==> src/rtl/mem_port_arbiter_pkg.sv <==
// ==== mem_port_arbiter_pkg : shared types and defaults for the memory port arbiter ====
// ==== rev 1.0 ====
`default_nettype none

package mem_port_arbiter_pkg;

  localparam int DEF_AW         = 32;
  localparam int DEF_DW         = 32;
  localparam int DEF_STARVE_MAX = 4;
  localparam int DEF_TIMEOUT    = 255;

  typedef enum logic [1:0] {
    ST_IDLE  = 2'd0,
    ST_ISSUE = 2'd1,
    ST_WAIT  = 2'd2
  } state_t;

  typedef enum logic {
    OWN_I = 1'b0,
    OWN_D = 1'b1
  } owner_t;

  // Bits needed to hold the values 0..max_val inclusive.
  function automatic int cnt_width(input int max_val);
    return (max_val < 2) ? 1 : $clog2(max_val + 1);
  endfunction

endpackage

`default_nettype wire

==> src/rtl/mem_port_arbiter_if.sv <==
// ==== mem_port_arbiter_if : requester, memory and pipeline-hold signals of the arbiter ====
// ==== rev 1.0 ====
`default_nettype none

interface mem_port_arbiter_if #(
  parameter int AW = 32,
  parameter int DW = 32
);

  logic          I_REQ;
  logic [AW-1:0] I_ADDR;
  logic          I_GNT;
  logic          I_RVALID;
  logic [DW-1:0] I_RDATA;

  logic          D_REQ;
  logic          D_WE;
  logic [3:0]    D_BE;
  logic [AW-1:0] D_ADDR;
  logic [DW-1:0] D_WDATA;
  logic          D_GNT;
  logic          D_RVALID;
  logic [DW-1:0] D_RDATA;

  logic          M_REQ;
  logic          M_WE;
  logic [3:0]    M_BE;
  logic [AW-1:0] M_ADDR;
  logic [DW-1:0] M_WDATA;
  logic          M_READY;
  logic          M_RVALID;
  logic [DW-1:0] M_RDATA;

  logic          STALL_IF;
  logic          STALL_MEM;
  logic          ERR;

  // Arbiter side.
  modport slave (
    input  I_REQ, I_ADDR,
    output I_GNT, I_RVALID, I_RDATA,
    input  D_REQ, D_WE, D_BE, D_ADDR, D_WDATA,
    output D_GNT, D_RVALID, D_RDATA,
    output M_REQ, M_WE, M_BE, M_ADDR, M_WDATA,
    input  M_READY, M_RVALID, M_RDATA,
    output STALL_IF, STALL_MEM, ERR
  );

  // Pipeline requesters plus memory.
  modport master (
    output I_REQ, I_ADDR,
    input  I_GNT, I_RVALID, I_RDATA,
    output D_REQ, D_WE, D_BE, D_ADDR, D_WDATA,
    input  D_GNT, D_RVALID, D_RDATA,
    input  M_REQ, M_WE, M_BE, M_ADDR, M_WDATA,
    output M_READY, M_RVALID, M_RDATA,
    input  STALL_IF, STALL_MEM, ERR
  );

endinterface

`default_nettype wire

==> src/rtl/mem_port_arbiter_arb_starve_sel.sv <==
// ==== arb_starve_sel : data-priority winner select with fetch anti-starvation counter ====
// ==== rev 1.0 ====
`default_nettype none

module arb_starve_sel
  import mem_port_arbiter_pkg::*;
#(
  parameter int STARVE_MAX = DEF_STARVE_MAX
) (
  input  wire logic CLK,
  input  wire logic RST,
  input  wire logic fetch_req,
  input  wire logic data_req,
  input  wire logic gnt_en,
  output owner_t    winner,
  output logic      valid
);

  localparam int SW = cnt_width(STARVE_MAX);

  logic [SW-1:0] starve_cnt;
  logic          starved;

  assign starved = (starve_cnt == SW'(STARVE_MAX));
  assign valid   = fetch_req | data_req;
  assign winner  = (data_req && !(fetch_req && starved)) ? OWN_D : OWN_I;

  // Only data grants taken over a waiting fetch count toward starvation.
  always_ff @(posedge CLK or posedge RST) begin
    if (RST) begin
      starve_cnt <= '0;
    end else if (gnt_en && valid) begin
      if (winner == OWN_I) begin
        starve_cnt <= '0;
      end else if (fetch_req && !starved) begin
        starve_cnt <= starve_cnt + 1'b1;
      end
    end
  end

endmodule

`default_nettype wire

==> src/rtl/mem_port_arbiter.sv <==
// ==== mem_port_arbiter : shares one memory port between IF fetch and MEM load/store ====
// ==== rev 1.0 ====
`default_nettype none

module mem_port_arbiter
  import mem_port_arbiter_pkg::*;
#(
  parameter int AW         = DEF_AW,
  parameter int DW         = DEF_DW,
  parameter int STARVE_MAX = DEF_STARVE_MAX,
  parameter int TIMEOUT    = DEF_TIMEOUT
) (
  input wire logic            CLK,
  input wire logic            RST,
  mem_port_arbiter_if.slave   bus
);

  localparam int TW = cnt_width(TIMEOUT);

  state_t        state;
  owner_t        owner;
  logic [TW-1:0] tmo_cnt;
  logic          err;
  logic          i_gnt, i_rvalid, d_gnt, d_rvalid;
  logic [DW-1:0] i_rdata, d_rdata;
  logic          m_req, m_we;
  logic [3:0]    m_be;
  logic [AW-1:0] m_addr;
  logic [DW-1:0] m_wdata;

  owner_t        sel_winner;
  logic          sel_valid;
  logic          in_idle;
  logic          busy;
  logic          tmo_hit;
  logic          done;
  logic [DW-1:0] resp_data;

  assign in_idle   = (state == ST_IDLE);
  assign busy      = (state == ST_ISSUE) || (state == ST_WAIT);
  assign tmo_hit   = busy && (tmo_cnt == TW'(TIMEOUT - 1));
  assign done      = tmo_hit || ((state == ST_WAIT) && bus.M_RVALID);
  assign resp_data = tmo_hit ? '0 : bus.M_RDATA;

  arb_starve_sel #(
    .STARVE_MAX (STARVE_MAX)
  ) u_sel (
    .CLK       (CLK),
    .RST       (RST),
    .fetch_req (bus.I_REQ),
    .data_req  (bus.D_REQ),
    .gnt_en    (in_idle),
    .winner    (sel_winner),
    .valid     (sel_valid)
  );

  always_ff @(posedge CLK or posedge RST) begin
    if (RST) begin
      state    <= ST_IDLE;
      owner    <= OWN_I;
      tmo_cnt  <= '0;
      err      <= 1'b0;
      i_gnt    <= 1'b0;
      i_rvalid <= 1'b0;
      i_rdata  <= '0;
      d_gnt    <= 1'b0;
      d_rvalid <= 1'b0;
      d_rdata  <= '0;
      m_req    <= 1'b0;
      m_we     <= 1'b0;
      m_be     <= '0;
      m_addr   <= '0;
      m_wdata  <= '0;
    end else begin
      i_gnt    <= 1'b0;
      d_gnt    <= 1'b0;
      i_rvalid <= 1'b0;
      d_rvalid <= 1'b0;
      case (state)
        ST_IDLE: begin
          if (sel_valid) begin
            owner   <= sel_winner;
            m_req   <= 1'b1;
            tmo_cnt <= '0;
            state   <= ST_ISSUE;
            if (sel_winner == OWN_D) begin
              d_gnt   <= 1'b1;
              m_we    <= bus.D_WE;
              m_be    <= bus.D_BE;
              m_addr  <= bus.D_ADDR;
              m_wdata <= bus.D_WDATA;
            end else begin
              i_gnt   <= 1'b1;
              m_we    <= 1'b0;
              m_be    <= 4'hF;
              m_addr  <= bus.I_ADDR;
              m_wdata <= '0;
            end
          end
        end
        ST_ISSUE, ST_WAIT: begin
          tmo_cnt <= tmo_cnt + 1'b1;
          // A watchdog abort completes the transaction with zero data.
          if (done) begin
            m_req <= 1'b0;
            state <= ST_IDLE;
            err   <= err | tmo_hit;
            if (owner == OWN_D) begin
              d_rvalid <= 1'b1;
              d_rdata  <= resp_data;
            end else begin
              i_rvalid <= 1'b1;
              i_rdata  <= resp_data;
            end
          end else if ((state == ST_ISSUE) && bus.M_READY) begin
            m_req <= 1'b0;
            state <= ST_WAIT;
          end
        end
        default: state <= ST_IDLE;
      endcase
    end
  end

  assign bus.I_GNT     = i_gnt;
  assign bus.I_RVALID  = i_rvalid;
  assign bus.I_RDATA   = i_rdata;
  assign bus.D_GNT     = d_gnt;
  assign bus.D_RVALID  = d_rvalid;
  assign bus.D_RDATA   = d_rdata;
  assign bus.M_REQ     = m_req;
  assign bus.M_WE      = m_we;
  assign bus.M_BE      = m_be;
  assign bus.M_ADDR    = m_addr;
  assign bus.M_WDATA   = m_wdata;
  assign bus.ERR       = err;
  assign bus.STALL_IF  = bus.I_REQ & ~i_rvalid;
  assign bus.STALL_MEM = bus.D_REQ & ~d_rvalid;

endmodule

`default_nettype wire
==> src/flat_wrapper.sv <==
// flat-port wrapper written by rule: the top's interface ports become plain ports
module mem_port_arbiter_flat import mem_port_arbiter_pkg::*;
#(
  parameter int AW         = DEF_AW,
  parameter int DW         = DEF_DW,
  parameter int STARVE_MAX = DEF_STARVE_MAX,
  parameter int TIMEOUT    = DEF_TIMEOUT
)
  (CLK, RST, bus_I_REQ, bus_I_ADDR, bus_I_GNT, bus_I_RVALID, bus_I_RDATA, bus_D_REQ, bus_D_WE, bus_D_BE, bus_D_ADDR, bus_D_WDATA, bus_D_GNT, bus_D_RVALID, bus_D_RDATA, bus_M_REQ, bus_M_WE, bus_M_BE, bus_M_ADDR, bus_M_WDATA, bus_M_READY, bus_M_RVALID, bus_M_RDATA, bus_STALL_IF, bus_STALL_MEM, bus_ERR);
  mem_port_arbiter_if #(.AW(AW), .DW(DW)) bus_i ();
  input wire logic CLK;
  input wire logic RST;
  input wire logic [$bits(bus_i.I_REQ)-1:0] bus_I_REQ;
  input wire logic [$bits(bus_i.I_ADDR)-1:0] bus_I_ADDR;
  output wire logic [$bits(bus_i.I_GNT)-1:0] bus_I_GNT;
  output wire logic [$bits(bus_i.I_RVALID)-1:0] bus_I_RVALID;
  output wire logic [$bits(bus_i.I_RDATA)-1:0] bus_I_RDATA;
  input wire logic [$bits(bus_i.D_REQ)-1:0] bus_D_REQ;
  input wire logic [$bits(bus_i.D_WE)-1:0] bus_D_WE;
  input wire logic [$bits(bus_i.D_BE)-1:0] bus_D_BE;
  input wire logic [$bits(bus_i.D_ADDR)-1:0] bus_D_ADDR;
  input wire logic [$bits(bus_i.D_WDATA)-1:0] bus_D_WDATA;
  output wire logic [$bits(bus_i.D_GNT)-1:0] bus_D_GNT;
  output wire logic [$bits(bus_i.D_RVALID)-1:0] bus_D_RVALID;
  output wire logic [$bits(bus_i.D_RDATA)-1:0] bus_D_RDATA;
  output wire logic [$bits(bus_i.M_REQ)-1:0] bus_M_REQ;
  output wire logic [$bits(bus_i.M_WE)-1:0] bus_M_WE;
  output wire logic [$bits(bus_i.M_BE)-1:0] bus_M_BE;
  output wire logic [$bits(bus_i.M_ADDR)-1:0] bus_M_ADDR;
  output wire logic [$bits(bus_i.M_WDATA)-1:0] bus_M_WDATA;
  input wire logic [$bits(bus_i.M_READY)-1:0] bus_M_READY;
  input wire logic [$bits(bus_i.M_RVALID)-1:0] bus_M_RVALID;
  input wire logic [$bits(bus_i.M_RDATA)-1:0] bus_M_RDATA;
  output wire logic [$bits(bus_i.STALL_IF)-1:0] bus_STALL_IF;
  output wire logic [$bits(bus_i.STALL_MEM)-1:0] bus_STALL_MEM;
  output wire logic [$bits(bus_i.ERR)-1:0] bus_ERR;
  assign bus_i.I_REQ = bus_I_REQ;
  assign bus_i.I_ADDR = bus_I_ADDR;
  assign bus_I_GNT = bus_i.I_GNT;
  assign bus_I_RVALID = bus_i.I_RVALID;
  assign bus_I_RDATA = bus_i.I_RDATA;
  assign bus_i.D_REQ = bus_D_REQ;
  assign bus_i.D_WE = bus_D_WE;
  assign bus_i.D_BE = bus_D_BE;
  assign bus_i.D_ADDR = bus_D_ADDR;
  assign bus_i.D_WDATA = bus_D_WDATA;
  assign bus_D_GNT = bus_i.D_GNT;
  assign bus_D_RVALID = bus_i.D_RVALID;
  assign bus_D_RDATA = bus_i.D_RDATA;
  assign bus_M_REQ = bus_i.M_REQ;
  assign bus_M_WE = bus_i.M_WE;
  assign bus_M_BE = bus_i.M_BE;
  assign bus_M_ADDR = bus_i.M_ADDR;
  assign bus_M_WDATA = bus_i.M_WDATA;
  assign bus_i.M_READY = bus_M_READY;
  assign bus_i.M_RVALID = bus_M_RVALID;
  assign bus_i.M_RDATA = bus_M_RDATA;
  assign bus_STALL_IF = bus_i.STALL_IF;
  assign bus_STALL_MEM = bus_i.STALL_MEM;
  assign bus_ERR = bus_i.ERR;
  mem_port_arbiter #(.AW(AW), .DW(DW), .STARVE_MAX(STARVE_MAX), .TIMEOUT(TIMEOUT)) u_core (.CLK(CLK), .RST(RST), .bus(bus_i));
endmodule
==> config.mk <==
export PLATFORM = sky130hd
export DESIGN_NAME = mem_port_arbiter_flat
export DESIGN_NICKNAME = d
export VERILOG_FILES = /design/src/rtl/mem_port_arbiter_pkg.sv /design/src/rtl/mem_port_arbiter_if.sv /design/src/rtl/mem_port_arbiter_arb_starve_sel.sv /design/src/rtl/mem_port_arbiter.sv /design/src/flat_wrapper.sv
export SDC_FILE = /design/constraint.sdc
export NUM_CORES = 1
export LEC_CHECK = 0
export ABC_CLOCK_PERIOD_IN_PS = 5400
export CAP_MARGIN = 15
export CELL_PAD_IN_SITES_DETAIL_PLACEMENT = 1
export CELL_PAD_IN_SITES_GLOBAL_PLACEMENT = 1
export CORE_ASPECT_RATIO = 1.2
export CORE_MARGIN = 1
export CORE_UTILIZATION = 31
export CTS_CLUSTER_SIZE = 12
export DETAILED_ROUTE_END_ITERATION = 10
export GPL_TIMING_DRIVEN = 0
export PLACE_DENSITY_LB_ADDON = 0.1
export SLEW_MARGIN = 20
export SYNTH_ARGS = -nofsm -noshare
export SYNTH_HDL_FRONTEND = slang
export SYNTH_SLANG_ARGS = --single-unit
==> constraint.sdc <==
create_clock -name CLK -period 5.4 [get_ports CLK]
set_clock_uncertainty 0.05 [all_clocks]
set_input_delay 0.54 -clock CLK [delete_from_list [all_inputs] [get_ports CLK]]
set_output_delay 0.54 -clock CLK [all_outputs]
set_load 0.05 [all_outputs]
After elaboration in Yosys (flattened, before gate mapping):

Index checks and enable logic that the tools add are counted.
W data, S select, Z words.

* register bits after elaboration: 153

* add/sub/neg operators: 2
* eq/ne operators: 7
* mux-type cells: 30
* bitwise operators: 7
* reduce and logical (&&, ||, !) cells: 22

Operator list (number)
* $mux W32: 3
* $mux W1: 17
* $pmux W8 S2: 1
* $reduce_and A2 Y1: 5
* $reduce_and A3 Y1: 3
* $add A8 B1 Y8 const B: 1
* $eq A8 B8 Y1 const B: 1
* $mux W8: 1
* $logic_and A1 B1 Y1: 7
* $mux W2: 3
* $mux W3: 2
* $mux W4: 1
* $pmux W2 S2: 1
* $add A3 B1 Y3 const B: 1
* $eq A3 B3 Y1 const B: 1
* $ne A3 B1 Y1 const B: 1
* $not A1 Y1: 3
* $and A1 B1 Y1: 2
* $eq A2 B1 Y1 const B: 1
* $eq A2 B2 Y1 const B: 1
* $logic_not A1 Y1: 2
* $logic_not A2 Y1: 1
* $logic_or A1 B1 Y1: 2
* $ne A2 B1 Y1 const B: 1
* 5 further kinds: 6

Longest topological paths before layout:

* depth in word-level cells: 8
* mapped depth: 8
* gate-level depth less buffers: 7

Cells and area by module:

Synthesis repeated with hierarchy kept, for this count alone.

* cells, all modules: 782
* area total of the unflattened synthesis: 7359.6 um2

Modules (own cells, without submodules)
* mem_port_arbiter: times used 1, cells each 760, area each 7139.3 um2
* arb_starve_sel: times used 1, cells each 22, area each 220.2 um2

Least setup slack after synthesis:

No wires, ideal clock.

* kind: in2out
* start point: in bus_D_REQ
* end point: out bus_STALL_MEM
* arrival time: 1413 ps
* data required time: 4810 ps
* slack: 3397 ps
* cell stages on the path: 2
* buffers on the path: 1
* path through: buf_2 nor2b_1

* longest elaborated chain between the ends: 1

Ends and longest elaborated chain
* start: declaration: line flat_wrapper.sv:18 `input wire logic [$bits(bus_i.D_REQ)-1:0] bus_D_REQ;`
* $and A1 B1 Y1: line mem_port_arbiter.sv:138 `assign bus.STALL_MEM = bus.D_REQ & ~d_rvalid;`
* end: declaration: line flat_wrapper.sv:35 `output wire logic [$bits(bus_i.STALL_MEM)-1:0] bus_STALL_MEM;`

No other way between the ends.

Worst setup path after layout:

* start point: reg u_core.i_rvalid (netlist: u_core.bus.I_RVALID)
* end point: out bus_STALL_IF

* longest elaborated chain between the ends: 2

Ends and longest elaborated chain
* start: declaration: line mem_port_arbiter.sv:24 `logic i_gnt, i_rvalid, d_gnt, d_rvalid;`
* start signal: assignment: line mem_port_arbiter.sv:64 `i_rvalid <= 1'b0;`
* start signal: assignment: line mem_port_arbiter.sv:77 `i_rvalid <= 1'b0;`
* start signal: assignment: line mem_port_arbiter.sv:112 `i_rvalid <= 1'b1;`
* $not A1 Y1: line mem_port_arbiter.sv:137 `assign bus.STALL_IF = bus.I_REQ & ~i_rvalid;`
* $and A1 B1 Y1: line mem_port_arbiter.sv:137
* end: declaration: line flat_wrapper.sv:34 `output wire logic [$bits(bus_i.STALL_IF)-1:0] bus_STALL_IF;`

No other way between the ends.

==> flow_summary.yaml <==
cts:
  clkTransAtPathRegs_ns: 0.06
  worstSkewPairLatency_ns: 0.42
  root_buffer: "clkbuf_16"
  tritoncts: "done"
  htree_levels: 4
  cts_made_buffers: 17
  clock_sinks: 153
  cts.path.max_buffers: 2
  cts_setup_buffers: 0
  cts_hold_buffers: 0
  cts.repair.resized: 0
cells_and_area:
  register_area_um2: 3830
  fillers: 1970
  area_delta_synth_final_pct: 62.0
  final_common_cell: "clkdlybuf4s50_1"
  nets: 924
  layout_common_cells: "277 x clkdlybuf4s50_1, 153 x dfrtp_1, 98 x a22o_1, 65 x nor2_1, 32 x o22ai_1"
  drive_gt1_frac: 0.0861
  multiInputGateArea_um2: 1940
floorplan:
  start_util: 0.317
  core_area_um2: 18900
  dieArea_um2: 19900
  dieHeight_um: 154
  die_w_um: 129
  ioPinCount: 280
  row_count: 55
timing:
  rsz0062_at_grt: "false"
  period_needed_ns: 2.36
  setup_viol: 0
  fmax_mhz: 424
  slew_violations: 0
  tightest_slew_ns: 0.603
  holdWs_ns: 0.428
  timing.final.hold_violations: 0
  slew_headroom: 0.595
  fin_crit_sh: 0.437
routing:
  dr_total_vias: 5184
  wl_um: 19600
  first_pass_iters: 6
  ant_nets: 0
  wire_per_inst_um: 18.7
  first_iter_violations: 207
  via_per_inst: 4.95
  drc: 0
placement:
  io_buffers: 277
  dp_hpwl_um: 14700
  gp_congestion: 0.766
synth:
  synth-edff-count: 0
  netlist_area_um2: 6000
  avgSynthCellArea_um2: 12.5
  yosys_warnings: 0
  seq_area_frac_synth: 0.638
  async_flop_share: 1.00
  ys_types: 42
  syn-instance-count: 480
  synth_seq_cells: 153
  synth_top_flop_cell: "dfrtp_1"
  syn-num-nets: 627
critical_path:
  crit_path_end_kind: "output port"
  crit_type: "reg2out"
  r2r-end: "u_core.bus.D_RDATA[19]"
  cp.arrival_ns: 1.77
  critPathMaxStageDelay_ns: 0.84
  critPathMaxFanout: 2
  required_ns: 4.81
  crit_start: "u_core.bus.I_RVALID"
  cp_slowest_cell: "clkdlybuf4s50_1"
  rr_worst_depth: 7
  critPathCapture: "bus_STALL_IF"
  r2r_slack_ns: 3.17
  worstReg2RegStart: "u_core.state[0]"
  worstPathCellList: "nor2b_1, clkdlybuf4s50_1"
  critPathLaunchType: "flip-flop"
global_route:
  grt_max_degree: 78
  track_usage: 0.203
  gr-total-overflow: 0
  antenna_found_initial: 2
  grt_pass1_vias: 5697
  grt_pass1_wl_um: 31100
hold_path:
  hold_start: "bus_I_REQ"
  min_path_type: "in2reg"
  hold_depth: 3
run_status:
  run_status: "finished, final reports clean"
power_and_ir_drop:
  p_per_area_nw_per_um2: 710
  report.power.total_mw: 6.90
  leakagePower_nw: 4.27
  peakVddDrop_mv: 0.305
flow_run:
  cap_viol_max_count: 0
through the flow:
stage	util	cell area (um2)	cells	TNS [ns]	setup slack [ns]
floorplan	-	6000	480	0	0.689
global placement	0.481	9100	1013	-217.14	-1.43
detailed placement	0.483	9130	1014	0	3.07
CTS	0.514	9720	1046	0	3.02
global route	0.514	9730	1047	0	2.98
finish	0.514	9730	1047	0	3.04
per-layer routing:
metal	vias up	part of all wire	track usage
met2	209	0.49	0.341
met1	2582	0.41	0.240
li1	2368	-	-
met4	2	0.014	0.0667
met3	23	0.082	0.0737
met5	-	0.00056	0
sequential cells by signal, summed over array words and instances, names as in the netlist:
register	flops
u_core.bus.I_RVALID	1
u_core.bus.D_GNT	1
u_core.bus.D_RDATA	32
u_core.bus.M_WE	1
u_core.bus.M_WDATA	32
u_core.bus.I_GNT	1
u_core.bus.M_ADDR	32
u_core.state	2
u_core.bus.ERR	1
u_core.tmo_cnt	8
u_core.owner	1
u_core.bus.D_RVALID	1
u_core.bus.M_REQ	1
u_core.bus.M_BE	4
u_core.bus.I_RDATA	32
u_core.u_sel.starve_cnt	3
cell usage after synthesis, types with 2 or more instances:
master,instances,share of area
a21bo_2,2,0.0033
a21o_1,2,0.0025
a21oi_1,2,0.0017
a22o_1,98,0.14
a2bb2oi_1,2,0.0029
buf_2,14,0.012
buf_6,6,0.011
clkbuf_1,11,0.0069
dfrtp_1,153,0.64
ha_1,8,0.017
inv_1,12,0.0075
inv_2,3,0.0019
mux2i_1,2,0.0033
nand2_1,13,0.0081
nand3_1,10,0.0083
nand3_4,2,0.0058
nor2_1,65,0.041
nor2b_1,3,0.0031
nor3_2,2,0.0033
o21ai_0,11,0.0092
o21ai_1,2,0.0017
o22a_1,4,0.0058
o22ai_1,32,0.033
o31ai_1,3,0.0038
where the power goes:
group	internal [mW]	switching, mW
Sequential	1.63	0.294
Clock	0.666	0.531
Combinational	1.31	2.47
Total	3.61	3.29
cells by family (layout without fill, tap and decap cells):
family	Yosys count	count (layout)	share of synthesized area
AOI/OAI and AO/OA	166	166	0.220
DFF	153	153	0.638
muxes	2	2	0.00333
adders and majority gates	8	8	0.0167
buffers and inverters	47	357	0.0398
and+or+nand+nor	104	104	0.0825
other	0	1	0
critical path, delay by kind of cell (launching register included):
| family | cells | cell delay, ns |
|---|---|---|
| buf+inv | 1 | 0.84 |
| flops | 1 | 0.38 |
| simple gates | 1 | 0.13 |
cell type report:
cell class / instances / share of cell area
flip-flops and latches: 153 / 0.394
repair buffers: 278 / 0.288
multi-input cells: 280 / 0.199
clock buffers: 18 / 0.0452
well taps: 256 / 0.0329
plain buffers: 32 / 0.0188
clock inverters: 14 / 0.0158
inverters: 15 / 0.00656
diodes: 1 / 0.000257
worst min path at each step:
stage | endpoint
floorplan | u_core.u_sel.starve_cnt[1]
global placement | u_core.bus.M_BE[1]
detailed placement | u_core.bus.I_RDATA[4]
CTS | u_core.u_sel.starve_cnt[2]
global route | u_core.bus.I_RDATA[29]
finish | u_core.u_sel.starve_cnt[2]
(Power assumes the default switching activity.)
==> variant (same settings) <==
Re-encode `state_t` (3 states) as one-hot, 3 bits wide.
--- a/src/rtl/mem_port_arbiter_pkg.sv
+++ b/src/rtl/mem_port_arbiter_pkg.sv
@@ -10,8 +10,8 @@
   localparam int DEF_TIMEOUT    = 255;
 
-  typedef enum logic [1:0] {
-    ST_IDLE  = 2'd0,
-    ST_ISSUE = 2'd1,
-    ST_WAIT  = 2'd2
+  typedef enum logic [2:0] {
+    ST_IDLE  = 3'b001,
+    ST_ISSUE = 3'b010,
+    ST_WAIT  = 3'b100
   } state_t;
 
Formal check against the unedited RTL: no difference found for any inputs over 4 cycles, from zero or initial values and one cycle with RST high; so few cycles prove little.
==> variant against the unedited design <==
  * Sequential power is 8% lower
  * Sequential cell count is 1 higher
  * Routed wire length is 5.4% higher
  * Setup slack worse by 0.32 ns
  * Synthesized area is 0.98% lower
  * Largest cell class unchanged
  * Total power is 15% lower
  * Maximum frequency is 12% lower
  * Final area is 0.48% lower
==> variant: results (changes against the unedited design) <==
routed vias 5138 (was 5184); DRT iter0 DRCs 172 (was 207); Distinct cells, synth 36 (was 42); initial antenna violation count 0 (was 2); XOR/XNOR Fraction of Synth Area 1.05% (was 0%); share of cells above drive strength 1 7.29% (was 8.61%); pre-CTS setup slack 2.60 ns (was 3.07 ns); final wirelength 20.6 mm (was 19.6 mm); run status finished, final reports clean (unchanged); Hold Path Cell Cnt 1 (was 3); Area contributors post-synth dfrtp_1, a22o_1, a22oi_1 (was dfrtp_1, a22o_1, nor2_1); first-pass GRT wire length 32.6 mm (was 31.1 mm); worst hold path class reg2reg (was in2reg); leakage 0.00424 µW (was 0.00427 µW); area share of fa/ha/maj cells after synthesis 0.842% (was 1.67%); Peak supply drop 261 µV (was 305 µV); Seq/Total Area, Yosys 64.8% (was 63.8%); HPWL after DPL 15.2 mm (was 14.7 mm); post-DR vias/cell 4.95 (about the same); Mapped Cells 470 (was 480); Relative slew margins 61.0% (was 59.5%); post-synthesis mux area share 0.189% (was 0.333%); GRT Total Usage 21.4% (was 20.3%); RD Place Congestion 0.758 (was 0.766); drt pass-1 iters 4 (was 6); Final #Nets 912 (was 924); Placed Cells 1006 (was 1014); critical path peak fanout 5 (was 2); most instantiated cells after synthesis dfrtp_1, a22o_1, nand2_1 (was dfrtp_1, a22o_1, nor2_1); Antenna Cells 0 (was 1); input/output buffers 279 (was 277); Critical Path AT 2.08 ns (was 1.77 ns); vias in the first global route 5697 (unchanged); largest net degree at the start of global routing 99 (was 78)
## variant: kinds of logic (layout without fill, tap and decap cells)
logic type | after synthesis | count (layout)
simple gates | 79 | 79
mux | 1 | 1
flops | 154 | 154
xor+xnor | 5 | 5
fa+ha+maj | 4 | 4
buf+inv | 44 | 356
compound gates | 183 | 183
## variant: layer usage
metal / share of wire (%) / vias to the layer above / track usage (%)
li1: - / 2345 / -
met1: 43 / 2576 / 26.5
met2: 48 / 201 / 35.9
met3: 8.5 / 16 / 7.03
met4: 0.85 / 0 / 4.87
met5: 0 / - / 0
## variant: final cells by class
type | count | area (µm²)
timing repair buffer | 280 | 2820
tap | 256 | 320
inverter | 8 | 37.5
sequential | 154 | 3850
multi-input combinational | 272 | 1900
clock buffer | 19 | 443
fill | 1982 | 9110
clock inverter | 13 | 145
buffer | 36 | 158
## variant: power breakdown
part	leakage, µW	switching (µW)	internal (µW)
clock	0.000280	487	696
sequential	0.00200	223	1530
combinational	0.00196	1930	1020
## variant: path summary, 6_finish.rpt
path,startpoint,end,slack [ns]
setup / recovery,bus_I_REQ,bus_STALL_IF,2.73
hold / removal,u_core.bus.ERR$_DFFE_PP0P_,u_core.bus.ERR$_DFFE_PP0P_,0.44
setup reg to reg,u_core.state[1]$_DFFE_PP0P_,u_core.bus.M_ADDR[20]$_DFFE_PP0P_,2.92
hold reg to reg,u_core.bus.ERR$_DFFE_PP0P_,u_core.bus.ERR$_DFFE_PP0P_,0.44
max in group asynchronous,RST,u_core.bus.M_ADDR[22]$_DFFE_PP0P_,3.95
min in group asynchronous,RST,u_core.bus.M_ADDR[11]$_DFFE_PP0P_,0.50
## variant: stage by stage
stage	util, %	hold WS [ns]
after CTS	51.5	0.446
after global routing	51.5	0.464
final	51.5	0.437
after floorplan	-	0.407
after detailed placement	48.4	0.414
after global placement	48.2	0.410
## variant: critical path: cells and delay by family
kind	cells	cell delay (ns)
buffers and inverters	2	1.39
and+or+nand+nor	1	0.16
